--- src/rtl/stage_memory.sv ---
`default_nettype none
// ============================================================================
// Module   : stage_memory
// Brief    : Pipeline memory stage: data-memory port, W->M store bypass,
//            M/W latch and stall-safe alignment of synchronous load data.
// Revision : 1.0
// ============================================================================
module stage_memory #(
    parameter int ADDR_W = 12
) (
    input  logic              clock,
    input  logic              reset,
    input  logic              stall,
    input  logic              valid_x,
    input  logic [4:0]        opcode_x,
    input  logic [4:0]        alu_op_x,
    input  logic [4:0]        rd_x,
    input  logic [31:0]       alu_result_x,
    input  logic [31:0]       store_data_x,
    input  logic [31:0]       pc_plus_4_x,
    input  logic [26:0]       target_x,
    input  logic              exception_x,
    input  logic [31:0]       data_writeReg_w,
    input  logic [4:0]        ctrl_writeReg_w,
    input  logic              ctrl_writeEnable_w,
    output logic [ADDR_W-1:0] address_dmem,
    output logic [31:0]       data_dmem,
    output logic              wren_dmem,
    input  logic [31:0]       q_dmem,
    output logic [4:0]        opcode_w,
    output logic [4:0]        alu_op_w,
    output logic [4:0]        rd_w,
    output logic [4:0]        pc_upper_5_w,
    output logic [31:0]       alu_result_w,
    output logic [31:0]       pc_plus_4_w,
    output logic [26:0]       target_w,
    output logic              exception_w,
    output logic              valid_w,
    output logic [31:0]       q_dmem_w
);

    localparam logic [4:0] c_OP_SW = 5'b00111;

    logic w_is_sw;
    logic w_bypass;

    // M/W latch state
    logic [4:0]  opcode_q,     opcode_d;
    logic [4:0]  alu_op_q,     alu_op_d;
    logic [4:0]  rd_q,         rd_d;
    logic [4:0]  pc_upper_5_q, pc_upper_5_d;
    logic [31:0] alu_result_q, alu_result_d;
    logic [31:0] pc_plus_4_q,  pc_plus_4_d;
    logic [26:0] target_q,     target_d;
    logic        exception_q,  exception_d;
    logic        valid_q,      valid_d;

    // Load-data hold state
    logic        hold_valid_q, hold_valid_d;
    logic [31:0] q_hold_q,     q_hold_d;

    assign w_is_sw  = (opcode_x == c_OP_SW);
    assign w_bypass = w_is_sw & valid_x & ctrl_writeEnable_w
                    & (ctrl_writeReg_w != 5'd0) & (ctrl_writeReg_w == rd_x);

    assign address_dmem = alu_result_x[ADDR_W-1:0];
    assign data_dmem    = w_bypass ? data_writeReg_w : store_data_x;
    assign wren_dmem    = w_is_sw & valid_x & ~stall;

    always_comb begin
        opcode_d     = opcode_q;
        alu_op_d     = alu_op_q;
        rd_d         = rd_q;
        pc_upper_5_d = pc_upper_5_q;
        alu_result_d = alu_result_q;
        pc_plus_4_d  = pc_plus_4_q;
        target_d     = target_q;
        exception_d  = exception_q;
        valid_d      = valid_q;
        if (!stall) begin
            if (valid_x) begin
                opcode_d     = opcode_x;
                alu_op_d     = alu_op_x;
                rd_d         = rd_x;
                pc_upper_5_d = pc_plus_4_x[31:27];
                alu_result_d = alu_result_x;
                pc_plus_4_d  = pc_plus_4_x;
                target_d     = target_x;
                exception_d  = exception_x;
                valid_d      = 1'b1;
            end else begin
                opcode_d     = 5'd0;
                alu_op_d     = 5'd0;
                rd_d         = 5'd0;
                pc_upper_5_d = 5'd0;
                alu_result_d = 32'd0;
                pc_plus_4_d  = 32'd0;
                target_d     = 27'd0;
                exception_d  = 1'b0;
                valid_d      = 1'b0;
            end
        end
    end

    // q_dmem follows M's address, so capture W's load data on the first stall edge.
    always_comb begin
        hold_valid_d = hold_valid_q;
        q_hold_d     = q_hold_q;
        if (stall) begin
            if (!hold_valid_q) begin
                q_hold_d     = q_dmem;
                hold_valid_d = 1'b1;
            end
        end else begin
            hold_valid_d = 1'b0;
        end
    end

    always_ff @(posedge clock or posedge reset) begin
        if (reset) begin
            opcode_q     <= 5'd0;
            alu_op_q     <= 5'd0;
            rd_q         <= 5'd0;
            pc_upper_5_q <= 5'd0;
            alu_result_q <= 32'd0;
            pc_plus_4_q  <= 32'd0;
            target_q     <= 27'd0;
            exception_q  <= 1'b0;
            valid_q      <= 1'b0;
            hold_valid_q <= 1'b0;
            q_hold_q     <= 32'd0;
        end else begin
            opcode_q     <= opcode_d;
            alu_op_q     <= alu_op_d;
            rd_q         <= rd_d;
            pc_upper_5_q <= pc_upper_5_d;
            alu_result_q <= alu_result_d;
            pc_plus_4_q  <= pc_plus_4_d;
            target_q     <= target_d;
            exception_q  <= exception_d;
            valid_q      <= valid_d;
            hold_valid_q <= hold_valid_d;
            q_hold_q     <= q_hold_d;
        end
    end

    assign opcode_w     = opcode_q;
    assign alu_op_w     = alu_op_q;
    assign rd_w         = rd_q;
    assign pc_upper_5_w = pc_upper_5_q;
    assign alu_result_w = alu_result_q;
    assign pc_plus_4_w  = pc_plus_4_q;
    assign target_w     = target_q;
    assign exception_w  = exception_q;
    assign valid_w      = valid_q;
    assign q_dmem_w     = hold_valid_q ? q_hold_q : q_dmem;

endmodule
`default_nettype wire

--- config.mk ---
export PLATFORM = sky130hd
export DESIGN_NAME = stage_memory
export DESIGN_NICKNAME = d
export VERILOG_FILES = /design/src/rtl/stage_memory.sv
export SDC_FILE = /design/constraint.sdc
export NUM_CORES = 1
export LEC_CHECK = 0
export BUFFER_PORTS_ARGS = -buffer_cell sky130_fd_sc_hd__buf_2
export CORE_AREA = 2 2 156 158
export DETAILED_ROUTE_END_ITERATION = 7
export DIE_AREA = 0 0 158 160
export GPL_TIMING_DRIVEN = 0
export PLACE_DENSITY_LB_ADDON = 0.05
export SYNTH_ARGS = -nofsm -noshare
export SYNTH_HDL_FRONTEND = slang
export SYNTH_SLANG_ARGS = --single-unit
--- constraint.sdc ---
create_clock -name clock -period 6.5 [get_ports clock]
set_clock_uncertainty 0.15 [all_clocks]
set_input_delay 1.3 -clock clock [delete_from_list [all_inputs] [get_ports clock]]
set_output_delay 1.3 -clock clock [all_outputs]
set_load 0.005 [all_outputs]
==> flow_summary.json, run 1 <==
{
  "status": "finished, final reports clean",
  "grt_antenna_before_repair": 1,
  "endpoint_kind": "primary output",
  "synth_most_common_cell": "dfrtp_1",
  "max_freq_mhz": 220,
  "final-max-slew-violation-count": 0,
  "path_common_cell": "buf_2",
  "slowest_delay_ns": 0.58,
  "grt_pass1_wl_mm": 30.9,
  "htreeDepth": 4,
  "cts_made_buffers": 17,
  "worst_path_max_delay_cell": "a2111oi_4",
  "crit_path_max_fanout": 10,
  "ys_types": 23,
  "yosysSeqAreaShare_pct": 58.0,
  "yosys.area.top_type": "dfrtp_1",
  "syn_nets": 627,
  "regToRegSetupSlack_ns": 4.49,
  "grt_pass1_vias": 5326,
  "cts_max_path_buffers": 2,
  "grt_max_degree": 84,
  "p_int_mw": 1.74,
  "vdd_drop_max_uv": 143,
  "comb_power_share_pct": 17.1,
  "swShare_pct": 26.6,
  "place_inst": 1141,
  "worst_slew_pin_slew_ns": 0.787,
  "worst_slack_ns": 1.95,
  "io_pins": 403,
  "dieArea_um2": 25300,
  "rows": 57,
  "yosys_warnings": 0,
  "crit_chain": "buf_2 > xnor2_1 > nand4_1 > a2111oi_4 > buf_6 > mux2_4 > buf_2",
  "final_area_um2": 9100,
  "p_clk_share_pct": 40.0,
  "gp_congestion": 0.784,
  "yosys-top-cells-area": "dfrtp_1, a22o_1, mux2_2",
  "synth_area_um2": 6080,
  "grtUsageTotal_pct": 16.1,
  "syn2layout_area_growth_pct": 49.7,
  "cts_resized": 0,
  "syn_inst": 414,
  "synthFlopType": "dfrtp_1",
  "core_um2": 23800,
  "root_buffer": "clkbuf_16",
  "syn_area_per_cell_um2": 14.7,
  "drive_gt1_share_pct": 64.9,
  "finalPower_mw": 2.38,
  "fin_cells": 1174,
  "die_h_um": 160,
  "synthArstFlopShare_pct": 100,
  "start_kind": "primary input",
  "rsz0062_at_grt": "no",
  "hpwl_mm": 16.7,
  "cp.arrival_ns": 3.10,
  "maxCapViolCount": 0,
  "dieWidth_um": 158,
  "synth-edff-count": 0,
  "hold_class": "reg2reg",
  "postCtsHoldBufs": 0,
  "setup_viol": 0,
  "leakage_nw": 4.82,
  "final_hold_viol_count": 0,
  "firstDrtPassIters": 4,
  "fin_nets": 1049,
  "finalCritPeriodShare_pct": 69.9,
  "seqPwrFrac_pct": 42.9,
  "routedWlPerCell_um": 18.0,
  "yosys-top-cells-count": "dfrtp_1, a22o_1, mux2_2, mux2_4, clkbuf_1",
  "synth.top_cell.area_share_pct": 58.0,
  "ant_nets": 0,
  "power_density_nw_per_um2": 261,
  "path_class": "in2out",
  "vias": 5104,
  "cts_tree": "done",
  "crit_buf_inv": 3,
  "post-route-drc-count": 0,
  "postCtsSetupRepairBufs": 0,
  "wl_mm": 21.1,
  "dp_worst_setup_slack_ns": 1.82,
  "start_util_pct": 25.5,
  "grt-ovfl-total": 0,
  "synth_seq_cells": 141,
  "crit_family": "compound AO/OA/AOI/OAI gates",
  "slew_headroom_pct": 47.5,
  "period_needed_ns": 4.55,
  "drt_iter0_markers": 176,
  "io_buffers": 402,
  "power.switching_mw": 0.633,
  "insertion_delay_ns": 0.41,
  "required_ns": 5.05,
  "dpl_cell_area_um2": 8530,
  "path_clk_slew_ns": 0.06,
  "cts_sinks": 141,
  "drt-vias-per-instance": 4.35
}
[cells by family after synthesis]
kind of cell	synth area share [%]
buf+inv	4.71
simple gates	0.967
mux	19.6
xor+xnor	0.720
compound gates	15.9
flops	58.0
[path summary, 6_finish.rpt]
check | start | endpoint | cells after the start
setup / recovery | ctrl_writeReg_w[1] | data_dmem[2] | 7
hold / removal | valid_w$_DFFE_PP0N_ | valid_w$_DFFE_PP0N_ | 1
setup reg to reg | hold_valid_q$_DFF_PP0_ | q_hold_q[2]$_DFFE_PP0P_ | 4
max in group asynchronous | reset | q_hold_q[11]$_DFFE_PP0P_ | 3
min in group asynchronous | reset | target_w[20]$_DFFE_PP0N_ | 2
hold reg to reg | valid_w$_DFFE_PP0N_ | valid_w$_DFFE_PP0N_ | 1
[power groups by stage]
stage / combinational [mW] / clock [mW] / sequential (mW)
after detailed placement: 0.417 / 0 / 1.03
after global placement: 0.409 / 0 / 1.03
final: 0.407 / 0.951 / 1.02
after global routing: 0.448 / 1.02 / 1.03
after floorplan: 0.192 / 0 / 1.03
after CTS: 0.417 / 0.983 / 1.02
[layout make-up]
type / instances / area (um^2)
Clock buffer: 18 / 439
Timing Repair Buffer: 403 / 2040
Fill cell: 2396 / 14700
Inverter: 1 / 8.76
Tap cell: 324 / 405
Buffer: 52 / 283
Antenna cell: 1 / 2.50
Multi-Input combinational cell: 220 / 2270
Sequential cell: 141 / 3530
Clock inverter: 14 / 133
[through the flow]
step / util, % / hold slack [ns] / TNS (ns)
final: 38.2 / 0.324 / 0
after CTS: 38.2 / 0.331 / 0
after detailed placement: 35.8 / 0.318 / 0
after floorplan: - / 0.325 / 0
after global routing: 38.2 / 0.362 / 0
after global placement: 35.7 / 0.313 / -77.50
[metal layers]
metal  up-vias  GRT usage, %  routed length [um]
met4         0          5.32                 450
met5         -             0                   0
met2       230          28.9               10900
li1       2389             -                   -
met1      2460          18.1                8020
met3        25          4.88                1760
[state kept, by name, indices dropped and copies added, names as in the netlist]
name	cells
alu_result_w	32
q_hold_q	32
pc_plus_4_w	27
target_w	27
alu_op_w	5
opcode_w	5
pc_upper_5_w	5
rd_w	5
exception_w	1
hold_valid_q	1
valid_w	1
[cell usage in the layout, fill, tap and decap left out, drive strengths merged]
cell type,instances
a2111oi,1
a21o,1
a22o,106
and4bb,1
buf,431
bufinv,1
clkbuf,42
clkinv,5
clkinvlp,3
dfrtp,141
diode,1
inv,6
mux2,96
nand2,3
nand3,1
nand4,1
nor2,2
nor2b,1
nor3,1
o21ai,1
xnor2,5
Power figures use the tool's default switching activity.
==> inputs of run 2 (changes only) <==
==> constraint.sdc (replaced) <==
create_clock -name clock -period 4.7 [get_ports clock]
set_clock_uncertainty 0.15 [all_clocks]
set_input_delay 0.94 -clock clock [delete_from_list [all_inputs] [get_ports clock]]
set_output_delay 0.94 -clock clock [all_outputs]
set_load 0.005 [all_outputs]
==> flow_summary.json, run 2 (synthesis gave the netlist of run 1 again) <==
{
  "grt_antenna_before_repair": 2,
  "cts_max_path_buffers": 2,
  "root_buffer": "clkbuf_16",
  "final_hold_viol_count": 0,
  "power.switching_mw": 0.858,
  "slew_headroom_pct": 45.7,
  "seqPwrFrac_pct": 42.1,
  "regToRegSetupSlack_ns": 2.66,
  "final-max-slew-violation-count": 0,
  "finalCritPeriodShare_pct": 82.3,
  "holdPathStages": 2,
  "drt_iter0_markers": 197,
  "r2r_cells": 4,
  "firstDrtPassIters": 4,
  "start_kind": "primary input",
  "vias": 5235,
  "grtUsageTotal_pct": 16.7,
  "cts_made_buffers": 17,
  "layout_common_cells": "buf_2, dfrtp_1, a22o_1",
  "post-route-drc-count": 0,
  "cts_resized": 0,
  "io_pins": 403,
  "rsz0062_at_grt": "no",
  "max_freq_mhz": 259,
  "dieArea_um2": 25300,
  "grt_pass1_wl_mm": 31.5,
  "crit_path_end": "wren_dmem",
  "core_um2": 23800,
  "comb_power_share_pct": 17.1,
  "grt_pass1_vias": 5511,
  "drive_gt1_share_pct": 64.7,
  "cts_tree": "done",
  "layout.cells.most_common": "buf_2",
  "grt_max_degree": 41,
  "fin_nets": 1051,
  "fillCellCount": 2429,
  "maxCapViolCount": 0,
  "htreeDepth": 4,
  "postCtsSetupRepairBufs": 0,
  "grt-ovfl-total": 0,
  "finish.utilization_pct": 38.4,
  "gp_congestion": 0.760,
  "routedWlPerCell_um": 18.4,
  "rr_endpoint": "q_hold_q[2]$_DFFE_PP0P_",
  "start_util_pct": 25.5,
  "drt-vias-per-instance": 4.45,
  "vdd_drop_max_uv": 199,
  "cp.arrival_ns": 2.78,
  "path_class": "in2out",
  "regToRegStartpoint": "hold_valid_q$_DFF_PP0_",
  "required_ns": 3.61,
  "dieWidth_um": 158,
  "finalPower_mw": 3.34,
  "status": "finished, final reports clean",
  "ant_nets": 0,
  "setup_viol": 0,
  "startpoint": "stall",
  "crit_path_max_fanout": 10,
  "postCtsHoldBufs": 0,
  "rows": 57,
  "cts_sinks": 141,
  "die_h_um": 160,
  "insertion_delay_ns": 0.41,
  "power_density_nw_per_um2": 364,
  "wl_mm": 21.6,
  "p_int_mw": 2.48,
  "io_buffers": 402,
  "path_clk_slew_ns": 0.06,
  "leakage_nw": 4.84,
  "period_needed_ns": 3.87,
  "hold_class": "reg2reg",
  "p_clk_share_pct": 40.8,
  "swShare_pct": 25.7,
  "hpwl_mm": 17.2,
  "endpoint_kind": "primary output",
  "syn2layout_area_growth_pct": 50.6,
  "worst_slew_pin_slew_ns": 0.813,
  "final.setup.tns_ns": 0
}
==> run 2: changes by cell type in the layout (fill, tap and decap cells not counted), sizes merged <==
cell	delta
inv	-3
clkinvlp	+1
clkbuf	+3
bufinv	+1
clkinv	-2
buf	+2
==> run 2: worst min path at each step <==
stage	from	endpoint	slack, ns
global placement	valid_w$_DFFE_PP0N_	valid_w$_DFFE_PP0N_	0.31
floorplan	q_hold_q[29]$_DFFE_PP0P_	q_hold_q[29]$_DFFE_PP0P_	0.32
detailed placement	opcode_w[1]$_DFFE_PP0N_	opcode_w[1]$_DFFE_PP0N_	0.33
finish	opcode_w[1]$_DFFE_PP0N_	opcode_w[1]$_DFFE_PP0N_	0.34
global route	q_hold_q[19]$_DFFE_PP0P_	q_hold_q[19]$_DFFE_PP0P_	0.37
CTS	valid_w$_DFFE_PP0N_	valid_w$_DFFE_PP0N_	0.35
==> run 2: layout make-up <==
type | instances | area, um^2 | share of cell area [%]
Timing Repair Buffer | 405 | 2070 | 22.6
Antenna cell | 1 | 2.50 | 0.0273
Sequential cell | 141 | 3530 | 38.5
Buffer | 52 | 283 | 3.09
Clock inverter | 11 | 134 | 1.46
Multi-Input combinational cell | 220 | 2270 | 24.7
Inverter | 1 | 7.51 | 0.0820
Tap cell | 324 | 405 | 4.43
Clock buffer | 21 | 460 | 5.03
==> run 2: power groups by stage <==
stage / Sequential (mW) / Clock (mW) / Combinational (mW)
2_1_floorplan: 1.42 / 0 / 0.266
3_3_place_gp: 1.42 / 0 / 0.569
3_5_place_dp: 1.43 / 0 / 0.584
4_1_cts: 1.41 / 1.41 / 0.585
5_1_grt: 1.42 / 1.46 / 0.626
6_report: 1.41 / 1.36 / 0.570
==> run 2: stage by stage <==
stage | hold slack (ns) | area [um^2] | cells | setup WS [ns]
floorplan | 0.325 | 6080 | 414 | 1.34
global placement | 0.315 | 8500 | 1140 | 0.683
detailed placement | 0.334 | 8560 | 1143 | 0.707
CTS | 0.348 | 9160 | 1175 | 0.682
global route | 0.367 | 9160 | 1176 | 0.579
finish | 0.343 | 9160 | 1176 | 0.832
==> run 2: worst max-delay path: stages <==
cell	delay, ns
buf_2	0.08
clkbuf_1	0.38
clkbuf_1	0.61
clkbuf_1	0.51
nor2_1	0.09
buf_2	0.15
==> run 2: routing by layer <==
layer / part of all wire (%) / GRT usage (%) / routed length (um)
met1: 37 / 17.6 / 7950
met2: 54 / 31.0 / 11600
met3: 8.2 / 5.62 / 1760
met4: 1.3 / 4.83 / 273
met5: 0.060 / 0 / 13
